<file path="config.mk">
export PLATFORM = sky130hd
export DESIGN_NAME = fetch_controller
export DESIGN_NICKNAME = d
export VERILOG_FILES = /design/src/rtl/fetch_controller.sv
export SDC_FILE = /design/constraint.sdc
export NUM_CORES = 1
export LEC_CHECK = 0
export ABC_CLOCK_PERIOD_IN_PS = 1970
export CAP_MARGIN = 10
export CORE_UTILIZATION = 36
export CTS_BUF_LIST = sky130_fd_sc_hd__clkbuf_8 sky130_fd_sc_hd__clkbuf_16
export CTS_CLUSTER_SIZE = 14
export DETAILED_ROUTE_END_ITERATION = 16
export PLACE_DENSITY = 0.8
export SLEW_MARGIN = 20
export SYNTH_ARGS = -nofsm -noshare
export SYNTH_HDL_FRONTEND = slang
export SYNTH_SLANG_ARGS = --single-unit
</file>
<file path="constraint.sdc">
create_clock -name clk -period 1.97 [get_ports clk]
set_input_delay 0.197 -clock clk [delete_from_list [all_inputs] [get_ports clk]]
set_output_delay 0.197 -clock clk [all_outputs]
set_load 0.05 [all_outputs]
</file>
<file path="src/rtl/fetch_controller.sv">
// Instruction fetch sequencer: owns the PC, fills a one-entry fetch register and
// shares the memory port with a program-load writer. Optional macro: IMEM_LOAD_EN.
module fetch_controller #(
  parameter int ADDR_W   = 10,
  parameter int DATA_W   = 16,
  parameter int RESET_PC = 0
) (
  input  logic              clk,
  input  logic              rst,
  input  logic              start,
  input  logic              halt,
  input  logic              stall,
  input  logic              redirect_valid,
  input  logic [ADDR_W-1:0] redirect_pc,
  input  logic              load_valid,
  input  logic [ADDR_W-1:0] load_addr,
  input  logic [DATA_W-1:0] load_data,
  output logic              load_ready,
  output logic [ADDR_W-1:0] imem_addr,
  input  logic [DATA_W-1:0] imem_rdata,
  output logic              imem_we,
  output logic [DATA_W-1:0] imem_wdata,
  output logic              if_valid,
  output logic [ADDR_W-1:0] if_pc,
  output logic [DATA_W-1:0] if_instr,
  output logic              running
);

  localparam logic [ADDR_W-1:0] RESET_ADDR = ADDR_W'(RESET_PC);

  typedef enum logic {
    IDLE = 1'b0,
    RUN  = 1'b1
  } state_t;

  state_t            state;
  logic [ADDR_W-1:0] pc;
  logic              load_sel;

  assign running = (state == RUN);

`ifdef IMEM_LOAD_EN
  // Reset masks the write so an aborted load never reaches the memory.
  assign load_sel   = (state == IDLE) && load_valid && !rst;
  assign load_ready = (state == IDLE);
  assign imem_we    = load_sel;
  assign imem_wdata = load_sel ? load_data : '0;
  assign imem_addr  = load_sel ? load_addr : pc;
`else
  logic unused_load;
  assign unused_load = ^{load_valid, load_addr, load_data};
  assign load_sel    = 1'b0;
  assign load_ready  = 1'b0;
  assign imem_we     = load_sel;
  assign imem_wdata  = '0;
  assign imem_addr   = pc;
`endif

  always_ff @(posedge clk) begin
    if (rst) begin
      state    <= IDLE;
      pc       <= RESET_ADDR;
      if_valid <= 1'b0;
      if_pc    <= '0;
      if_instr <= '0;
    end else begin
      case (state)
        IDLE: begin
          if_valid <= 1'b0;
          if (start) begin
            state <= RUN;
            pc    <= RESET_ADDR;
          end
        end
        RUN: begin
          // Priority: halt, redirect, stall, advance.
          if (halt) begin
            state    <= IDLE;
            if_valid <= 1'b0;
          end else if (redirect_valid) begin
            pc       <= redirect_pc;
            if_valid <= 1'b0;
          end else if (!stall) begin
            if_instr <= imem_rdata;
            if_pc    <= pc;
            if_valid <= 1'b1;
            pc       <= pc + ADDR_W'(1);
          end
        end
        default: state <= IDLE;
      endcase
    end
  end

endmodule

</file>
==> impl_metrics.csv <==
group,metric,value,unit
power_and_ir_drop,seqPwrFrac,0.458,
floorplan,rows,25,
floorplan,io_pins,115,
routing,drt-initial-drc-count,116,
finish,finalNetCount,352,
synth,synth-async-reset-ratio,0,
worst_setup_path,start_kind,"register",
synth,yosysTopAreaCell,"dfxtp_1",
sta,finalHoldViolCount,0,
grt,grt_pass1_vias,1510,
power_and_ir_drop,p_sw,0.464,mW
routing,wl,4.34,mm
finish,multi_input_area,838,µm²
floorplan,coreArea,4690,µm²
floorplan,fp.dieW,71.8,µm
worst_setup_path,crit_type,"register to output pin",
sta,finalCriticalPeriod,1870,ps
worst_setup_path,crit_family,"buffers and inverters",
clock_network,htree_levels,2,
floorplan,die_h,71.8,µm
synth,synth_common_cells,"nand2_1, dfxtp_1, a21oi_1, buf_4, nor2_1",
clock_network,clk_latency,290,ps
synth,synth-xor-area-share,0.00999,
sta,hold_ws,455,ps
sta,finalCritPeriodShare,0.950,
synth,synthTopCellsByArea,"dfxtp_1, nand2_1, a21oi_1, buf_4, o32ai_1",
routing,viasPerCell,4.89,
grt,grt_pass1_wl,7.11,mm
routing,drc,0,
place,numPortBuffers,69,
power_and_ir_drop,pwr_density_cell,673,nW/µm²
synth,ys_seq_elements,38,
floorplan,die-area,5160,µm²
worst_setup_path,cp.buffers_inverters,1,
synth,synth_compound_area_frac,0.186,
synth,syn_avg_cell_area,7.90,µm²
synth,synth.distinct_cells,33,
worst_setup_path,max_stage_delay,880,ps
synth,netlist_instances,222,
clock_network,path_clk_slew,80,ps
finish,fill_cells,454,
power_and_ir_drop,clockPowerShare,0.378,
synth,synth-simple-area-share,0.230,
synth,yosysSeqAreaShare,0.434,
sta,worst_slack,98.6,ps
worst_setup_path,end_kind,"output pin",
clock_network,cts_hold_buf,0,
floorplan,initial_core_util,0.374,
power_and_ir_drop,vdd_drop_max,0.000395,V
synth,synth_top_family_by_area,"simple AND/OR/NAND/NOR gates",
worst_setup_path,critPathRequiredTime,1770,ps
place,dp_slack,126,ps
power_and_ir_drop,pwr-share-comb,0.164,
sta,skew,9.38,ps
power_and_ir_drop,internal-power,1.25,mW
place,dp_hpwl,3.07,mm
routing,firstDrtPassIters,4,
clock_network,post-cts-setup-buffer-count,0,
worst_hold_path,min_path_type,"register to register",
routing,wl_per_cell,12.5,µm
sta,slew_headroom,0.651,
routing,antenna_left,0,
worst_setup_path,critical_path.cell_chain,"clkdlybuf4s50_1",
grt,grt_usage,0.174,
sta,worstMarginPinSlew,521,ps
place,place_inst,339,
clock_network,cts_tree,"yes",
finish,n_antenna_cell,0,
synth,synth_top_area_frac,0.434,
finish,ff_latch_area,761,µm²
synth,yosys_warnings,0,
finish,drive_gt1_frac,0.0648,
finish,area_delta_synth_final,45.4,%
synth,synth_edf_count,0,
sta,setup-violations-final,0,
sta,rsz0062_at_grt,"no",
finish,final_cells,347,
power_and_ir_drop,switching_share,0.270,
power_and_ir_drop,power.total,1.72,mW
synth,synth-main-ff-cell,"dfxtp_1",
clock_network,cts_resized,0,
worst_setup_path,cp.arrival,1670,ps
grt,grt_max_degree,32,
synth,synth_fa_ha_area_frac,0.00713,
power_and_ir_drop,leakage,0.894,nW
synth,synthMuxAreaShare,0.00642,
worst_setup_path,r2r_setup_slack,420,ps
sta,clock.fmax,534,MHz
job,maxCapViolCount,0,
grt,antenna_found_initial,0,
clock_network,cts_root_buf,"clkbuf_8",
routing,vias,1698,
place,place_congestion,0.849,
clock_network,cts_sinks,38,
worst_setup_path,cp_max_fo,8,
sta,slew_violations,0,
synth,syn-cell-area,1750,µm²
run_status,status,"finished, final reports clean",
clock_network,cts_made_buffers,5,
clock_network,clockBufferDepth,2,
worst_setup_path,cp_slowest_cell,"clkdlybuf4s50_1",
synth,synth_most_common_cell,"nand2_1",
sta,fin_setup_tns,0,ps
grt,grt.overflow.total,0,
==> cells in the final DEF (no fill, tap or decap), types with 5 or more instances in the layout <==
cell	Yosys	layout
nor2_1	8	8
buf_4	18	6
inv_1	5	5
nand2_1	63	63
a21oi_1	32	32
clkdlybuf4s50_1	0	69
dfxtp_1	38	38
conb_1	1	18
clkbuf_8	0	5
==> cell type report <==
type                    instances  area share
multi-input cells             166       0.329
repair buffers                 76       0.296
well taps                      54      0.0265
flip-flops and latches         38       0.298
clock inverters                 3      0.0157
clock buffers                   5      0.0270
inverters                       5     0.00736
==> registers in the layout, indices dropped and copies added (netlist names) <==
signal	flops
if_pc	10
if_instr	16
running	1
if_valid	1
imem_addr	10
==> per-layer routing <==
| metal | track usage | vias up | part of all wire |
|---|---|---|---|
| li1 | - | 857 | - |
| met3 | 0.0534 | 6 | 0.057 |
| met4 | 0.0370 | 0 | 0.0062 |
| met2 | 0.284 | 63 | 0.48 |
| met1 | 0.228 | 772 | 0.46 |
| met5 | 0 | - | 0 |
==> logic make-up after synthesis <==
kind of cell / Yosys count
AO/OA/AOI/OAI: 53
XOR/XNOR: 2
adder cells (fa/ha/maj): 1
buffers and inverters: 35
flip-flops: 38
multiplexers: 1
other: 1
AND/OR/NAND/NOR: 91
==> path summary, 6_finish.rpt <==
check | from | endpoint | depth (start not counted)
worst max-delay path | imem_addr[0] | imem_addr[0] | 1
worst min-delay path | if_instr[2] | if_instr[2] | 2
worst max register to register | imem_addr[0] | imem_addr[8] | 5
worst min register to register | if_instr[2] | if_instr[2] | 2
==> tightest hold or removal path, cell delays in order (launching register included) <==
cell and delay, ps:
dfxtp_1 310, nand2_1 50, a21oi_1 50
==> power groups by stage <==
stage	registers (mW)	logic, mW	clock network, mW
final	0.787	0.281	0.649
after global routing	0.788	0.299	0.702
after CTS	0.786	0.281	0.666
after detailed placement	0.804	0.280	0
after global placement	0.804	0.277	0
after floorplan	0.837	0.167	0
==> per-stage QoR <==
stage	area, µm²	utilization
detailed placement	2440	0.520
CTS	2550	0.543
finish	2550	0.543
global route	2550	0.543
global placement	2440	0.520
floorplan	1820	-
No activity file was read; power rests on OpenSTA's default activity.
